`src/rtl/seg7_scan_ctrl_pkg.sv`:
```
// ============================================================================
// Module   : seg7_pkg
// Brief    : Shared types and constants for the 4-digit 7-segment scan controller.
// Revision : 1.0 - initial release
// ============================================================================
`default_nettype none

package seg7_pkg;

    typedef enum logic [0:0] {
        BLANK = 1'b0,
        SHOW  = 1'b1
    } seg7_state_t;

    localparam int c_num_digits = 4;

    // Active-high segment patterns, bit 0 = a ... bit 6 = g; entry n is hex digit n.
    localparam logic [15:0][6:0] c_seg_table = {
        7'h71, 7'h79, 7'h5E, 7'h39, 7'h7C, 7'h77, 7'h6F, 7'h7F,
        7'h07, 7'h7D, 7'h6D, 7'h66, 7'h4F, 7'h5B, 7'h06, 7'h3F
    };

    function automatic logic [6:0] hex_to_seg(input logic [3:0] nibble);
        return c_seg_table[nibble];
    endfunction

endpackage

`default_nettype wire

```
`src/rtl/seg7_scan_ctrl_if.sv`:
```
// ============================================================================
// Module   : seg7_scan_ctrl_if
// Brief    : Valid/ready write port carrying a 4-digit hex value and decimal points.
// Revision : 1.0 - initial release
// ============================================================================
`default_nettype none

interface seg7_scan_ctrl_if;
    logic        wr_valid;
    logic        wr_ready;
    logic [15:0] wr_data;
    logic [3:0]  wr_dp;

    modport master (
        output wr_valid,
        output wr_data,
        output wr_dp,
        input  wr_ready
    );

    modport slave (
        input  wr_valid,
        input  wr_data,
        input  wr_dp,
        output wr_ready
    );
endinterface

`default_nettype wire

```
`src/rtl/seg7_scan_ctrl_hex_decode.sv`:
```
// ============================================================================
// Module   : seg7_hex_decode
// Brief    : Combinational 4-bit hex to active-high 7-segment decoder.
// Revision : 1.0 - initial release
// ============================================================================
`default_nettype none

module seg7_hex_decode
    import seg7_pkg::*;
(
    input  wire logic [3:0] i_nibble,
    output logic      [6:0] o_seg
);

    assign o_seg = hex_to_seg(i_nibble);

endmodule

`default_nettype wire

```
`src/rtl/seg7_scan_ctrl.sv`:
```
// ============================================================================
// Module   : seg7_scan_ctrl
// Brief    : 4-digit 7-segment scan controller with dead-time blanking and
//            frame-synchronous value update. Define SEG7_SCAN_LZB_EN for
//            leading-zero blanking.
// Revision : 1.0 - initial release
// ============================================================================
`default_nettype none

module seg7_scan_ctrl
    import seg7_pkg::*;
#(
    parameter int DIGIT_CYCLES = 50000,
    parameter int BLANK_CYCLES = 500,
    parameter int ACTIVE_LOW   = 1
) (
    input  wire logic       clk_clk,
    input  wire logic       reset_reset_n,
    seg7_scan_ctrl_if.slave wr,
    output logic [6:0]      segment_segment,
    output logic            dp_out,
    output logic [3:0]      enable_enable
);

    localparam int                 c_cnt_w      = (DIGIT_CYCLES > 1) ? $clog2(DIGIT_CYCLES) : 1;
    localparam logic [c_cnt_w-1:0] c_blank_last = c_cnt_w'(BLANK_CYCLES - 1);
    localparam logic [c_cnt_w-1:0] c_slot_last  = c_cnt_w'(DIGIT_CYCLES - 1);
    localparam logic [1:0]         c_last_digit = 2'(c_num_digits - 1);
    localparam logic               c_inv        = (ACTIVE_LOW != 0);

    seg7_state_t        r_state;
    logic [c_cnt_w-1:0] r_slot_cnt;
    logic [1:0]         r_digit_idx;
    logic [15:0]        r_pending_data;
    logic [3:0]         r_pending_dp;
    logic               r_pending_flag;
    logic [15:0]        r_disp_data;
    logic [3:0]         r_disp_dp;
    logic [6:0]         r_seg;
    logic               r_dp;
    logic [3:0]         r_en;

    logic               w_xfer;
    logic               w_slot_end;
    logic               w_commit;
    logic [3:0]         w_nibble;
    logic [6:0]         w_dec_seg;
    logic               w_lz_blank;
    logic [6:0]         w_seg_hi;
    logic               w_dp_hi;
    logic [3:0]         w_en_hi;

    assign wr.wr_ready = ~r_pending_flag;
    assign w_xfer      = wr.wr_valid & ~r_pending_flag;
    assign w_slot_end  = (r_state == SHOW) && (r_slot_cnt == c_slot_last);
    // Only a value already pending at the frame-end edge is committed.
    assign w_commit    = w_slot_end && (r_digit_idx == c_last_digit) && r_pending_flag;
    assign w_nibble    = r_disp_data[{r_digit_idx, 2'b00} +: 4];

    seg7_hex_decode u_hex_decode (
        .i_nibble (w_nibble),
        .o_seg    (w_dec_seg)
    );

`ifdef SEG7_SCAN_LZB_EN
    always_comb begin
        w_lz_blank = 1'b0;
        case (r_digit_idx)
            2'd3:    w_lz_blank = (r_disp_data[15:12] == 4'h0);
            2'd2:    w_lz_blank = (r_disp_data[15:8]  == 8'h00);
            2'd1:    w_lz_blank = (r_disp_data[15:4]  == 12'h000);
            default: w_lz_blank = 1'b0;
        endcase
    end
`else
    assign w_lz_blank = 1'b0;
`endif

    always_comb begin
        w_en_hi  = 4'b0000;
        w_seg_hi = 7'h00;
        w_dp_hi  = 1'b0;
        if (r_state == SHOW) begin
            w_en_hi  = 4'b0001 << r_digit_idx;
            w_seg_hi = w_lz_blank ? 7'h00 : w_dec_seg;
            w_dp_hi  = r_disp_dp[r_digit_idx];
        end
    end

    always_ff @(posedge clk_clk or negedge reset_reset_n) begin
        if (!reset_reset_n) begin
            r_state        <= BLANK;
            r_slot_cnt     <= '0;
            r_digit_idx    <= 2'd0;
            r_pending_data <= 16'h0000;
            r_pending_dp   <= 4'h0;
            r_pending_flag <= 1'b0;
            r_disp_data    <= 16'h0000;
            r_disp_dp      <= 4'h0;
            r_seg          <= {7{c_inv}};
            r_dp           <= c_inv;
            r_en           <= {4{c_inv}};
        end else begin
            r_slot_cnt <= w_slot_end ? '0 : r_slot_cnt + 1'b1;

            case (r_state)
                BLANK: begin
                    if (r_slot_cnt == c_blank_last) begin
                        r_state <= SHOW;
                    end
                end
                SHOW: begin
                    if (w_slot_end) begin
                        r_state     <= BLANK;
                        r_digit_idx <= r_digit_idx + 2'd1;
                    end
                end
                default: r_state <= BLANK;
            endcase

            if (w_xfer) begin
                r_pending_data <= wr.wr_data;
                r_pending_dp   <= wr.wr_dp;
                r_pending_flag <= 1'b1;
            end else if (w_commit) begin
                r_disp_data    <= r_pending_data;
                r_disp_dp      <= r_pending_dp;
                r_pending_flag <= 1'b0;
            end

            r_seg <= w_seg_hi ^ {7{c_inv}};
            r_dp  <= w_dp_hi ^ c_inv;
            r_en  <= w_en_hi ^ {4{c_inv}};
        end
    end

    assign segment_segment = r_seg;
    assign dp_out          = r_dp;
    assign enable_enable   = r_en;

endmodule

`default_nettype wire

```
`src/flat_wrapper.sv`:
```
// flat-port wrapper written by rule: the top's interface ports become plain ports
module seg7_scan_ctrl_flat import seg7_pkg::*;
#(
    parameter int DIGIT_CYCLES = 50000,
    parameter int BLANK_CYCLES = 500,
    parameter int ACTIVE_LOW   = 1
)
  (clk_clk, reset_reset_n, segment_segment, dp_out, enable_enable, wr_wr_valid, wr_wr_data, wr_wr_dp, wr_wr_ready);
  seg7_scan_ctrl_if wr_i ();
  input  wire logic clk_clk;
  input  wire logic reset_reset_n;
  output logic [6:0] segment_segment;
  output logic dp_out;
  output logic [3:0] enable_enable;
  input wire logic [$bits(wr_i.wr_valid)-1:0] wr_wr_valid;
  input wire logic [$bits(wr_i.wr_data)-1:0] wr_wr_data;
  input wire logic [$bits(wr_i.wr_dp)-1:0] wr_wr_dp;
  output wire logic [$bits(wr_i.wr_ready)-1:0] wr_wr_ready;
  assign wr_i.wr_valid = wr_wr_valid;
  assign wr_i.wr_data = wr_wr_data;
  assign wr_i.wr_dp = wr_wr_dp;
  assign wr_wr_ready = wr_i.wr_ready;
  seg7_scan_ctrl #(.DIGIT_CYCLES(DIGIT_CYCLES), .BLANK_CYCLES(BLANK_CYCLES), .ACTIVE_LOW(ACTIVE_LOW)) u_core (.clk_clk(clk_clk), .reset_reset_n(reset_reset_n), .wr(wr_i), .segment_segment(segment_segment), .dp_out(dp_out), .enable_enable(enable_enable));
endmodule
```
`config.mk`:
```
export PLATFORM = sky130hd
export DESIGN_NAME = seg7_scan_ctrl_flat
export DESIGN_NICKNAME = d
export VERILOG_FILES = /design/src/rtl/seg7_scan_ctrl_pkg.sv /design/src/rtl/seg7_scan_ctrl_if.sv /design/src/rtl/seg7_scan_ctrl_hex_decode.sv /design/src/rtl/seg7_scan_ctrl.sv /design/src/flat_wrapper.sv
export SDC_FILE = /design/constraint.sdc
export NUM_CORES = 1
export LEC_CHECK = 0
export ABC_CLOCK_PERIOD_IN_PS = 1850
export CAP_MARGIN = 20
export CORE_ASPECT_RATIO = 0.7
export CORE_MARGIN = 3
export CORE_UTILIZATION = 45
export CTS_CLUSTER_SIZE = 20
export DETAILED_ROUTE_END_ITERATION = 12
export PLACE_DENSITY = 0.71
export SLEW_MARGIN = 25
export SYNTH_ARGS = -nofsm -noshare
export SYNTH_HDL_FRONTEND = slang
export SYNTH_SLANG_ARGS = --single-unit
export TNS_END_PERCENT = 5
```
`constraint.sdc`:
```
create_clock -name clk_clk -period 1.85 [get_ports clk_clk]
set_clock_uncertainty 0.1 [all_clocks]
set_input_delay 0.2775 -clock clk_clk [delete_from_list [all_inputs] [get_ports clk_clk]]
set_output_delay 0.2775 -clock clk_clk [all_outputs]
set_load 0.01 [all_outputs]
```
==> reports/metrics.yaml <==
power_density_nw_per_um2: 764.8
io_pins: 36
synth-simple-area-share: 0.1057
avgRoutedWirePerCell_um: 14.41
fin_nets: 352
cts_buffers: 9
drive_gt1_frac: 0.3808
coreArea_sq_um: 6819
synth_edf_count: 0
setup_viol: 23
finalWirelength_mm: 6.008
post-route-util: 0.6193
portBuffers: 35
grt_pass1_wl_mm: 10.29
grt_usage: 0.1613
antenna_found_initial: 0
rsz0062_at_grt: "yes"
h-tree-depth: 3
yosys.area.top_type: "dfrtp_1"
fin_cells: 417
cp_max_fo: 21
initial_core_util: 0.4686
regArea_sq_um: 1818
finalPower_w: 0.003230
grt_pass1_vias: 2043
multi_input_area_sq_um: 1355
outcome: "finished with violations"
synth_xor_area_frac: 0.04111
via_count: 2050
viasPerCell: 4.916
core.rowCount: 25
cp-start-kind: "flop"
min_path_type: "in2async"
grt_max_degree: 27
r2r_cells: 5
clock-sinks: 72
synth_top_family_by_area: "multiplexers"
layout_min_cycle_time_ns: 1.965
crit_type: "reg2reg"
worstMarginPinSlew_ns: 0.3806
ant_nets: 0
syn_nets: 276
area_growth_pct: 32.15
ys_seq_area_frac: 0.5685
synthMuxAreaShare: 0.1829
synth_warnings: 0
cts_buffer_depth: 2
placement.cell_area_sq_um: 3909
placed_cells: 394
dieArea_sq_um: 8165
synthAdderAreaFrac: 0.04307
synthFlopType: "dfrtp_1"
max_slew_margin: 0.7440
fin_tns_setup_ns: -2.315
cts_tree: "built"
overflow: 0
worstSkewPairLatency_ns: 0.34
synth_common_cells: "dfrtp_1, mux2_2, nand2_1, nor2_1, dfstp_2"
avgSynthCellArea_sq_um: 13.20
final_cell_area_sq_um: 4223
drc: 0
die_width_um: 106.7
vdd_drop_max_mv: 0.4579
crit_path_end_kind: "flop"
drv_cap: 0
timing.final.ws_setup_ns: -0.1152
final_hold_viol_count: 0
required_ns: 1.97
yosysMostFrequentCell: "dfrtp_1"
root_buffer: "clkbuf_8"
drv_slew: 0
synth_top_area_frac: 0.4699
cp.arrival_ns: 2.09
synthTopCellsByArea: "dfrtp_1, mux2_2, dfstp_2"
die_h_um: 76.51
fin_crit_sh: 1.062
dpl.hpwl_mm: 4.390
gp_congestion: 0.8583
synth_area_sq_um: 3196
violations: "setup timing"
timing.fmax_mhz: 508.9
synth_cells: 242
nFillCells: 578
synth_cell_type_count: 36
cts.reportedPaths.clkPinSlew_ns: 0.07
insertedDiodeCount: 0
synth_async_sr_flop_share: 1.000
synth_compound_area_frac: 0.03328
ys_ff_latch: 72
drt_iter0_drc: 123
p_leak_nw: 1.898
dr.pass1.iters: 4
[registers in the layout, indices dropped and copies added (netlist names)]
register,flops
u_core.r_slot_cnt,16
u_core.r_pending_dp,4
u_core.r_pending_flag,1
u_core.segment_segment,7
u_core.r_state,1
u_core.r_disp_data,16
u_core.dp_out,1
u_core.r_disp_dp,4
u_core.enable_enable,4
u_core.r_digit_idx,2
u_core.r_pending_data,16
[worst paths after layout]
check | startpoint | to | slack, ns
max | u_core.r_slot_cnt[10] | u_core.r_disp_data[9] | -0.12
min | reset_reset_n | u_core.r_slot_cnt[12] | 0.23
max reg2reg | u_core.r_slot_cnt[10] | u_core.r_disp_data[9] | -0.12
min reg2reg | u_core.r_pending_data[7] | u_core.r_disp_data[7] | 0.41
max in group asynchronous | reset_reset_n | u_core.r_digit_idx[0] | 0.86
min in group clk_clk | u_core.r_pending_data[7] | u_core.r_disp_data[7] | 0.41
[cells in the final DEF (no fill, tap or decap), types with 5 or more instances in the layout]
cell type and instances:
inv_1 5, ha_1 9, clkdlybuf4s50_1 34, nor2_1 16, dfrtp_1 59, xnor2_1 7
mux2_2 37, dfstp_2 12, nand2_1 15, nand3_1 9, clkbuf_8 9, mux4_2 5
xor2_1 8, buf_4 36
[logic make-up (layout without fill, tap and decap cells)]
family                     after synthesis  after routing
AOI/OAI and AO/OA                       15             15
xor gates and xnor gates                15             15
adders and majority gates               11             11
buffers and inverters                   17             98
DFF                                     72             72
muxes                                   47             47
and+or+nand+nor                         65             65
[layer usage]
metal,up-vias,track usage,part of all wire
met5,-,0,0
met4,0,0.03448,0.0035
met3,2,0.04826,0.056
met2,48,0.2155,0.42
met1,996,0.2564,0.52
li1,1004,-,-
[stage by stage]
stage | worst slack, ns | hold WS [ns]
after floorplan | -0.05877 | -0.1181
after global placement | -0.1190 | 0.04621
after detailed placement | -0.1968 | 0.04421
after CTS | -0.1168 | 0.2291
after global routing | -0.2026 | 0.2346
final | -0.1152 | 0.2325
[worst max-delay path: stages (launching register included)]
cell and delay [ns]:
dfrtp_1 0.41, nor4_4 0.37, nand2_4 0.09, nor4_4 0.31
buf_12 0.21, mux2_2 0.35
[power by group]
group	switching (W)	total, W	internal (W)
Combinational	0.0000480	0.000132	0.0000843
Clock	0.000544	0.00144	0.000899
Sequential	0.0000282	0.00165	0.00163
[final cells by class]
class	instances	share of cell area
Clock inverter	3	0.02133
Inverter	7	0.006222
Tap cell	94	0.02785
Clock buffer	13	0.03289
Sequential cell	72	0.4305
Multi-Input combinational cell	153	0.3209
Timing Repair Buffer	75	0.1603
[repair_timing]
action | 4_1_cts | 5_1_grt
setup buffers | 5 | 1
hold buffers | 1 | 0
endpoints found under the setup margin | 27 | 27
pin swaps | 1 | 1
gates resized for setup | 7 | 3
endpoints found under the hold margin | 20 | 0
(Power assumes the default switching activity.)
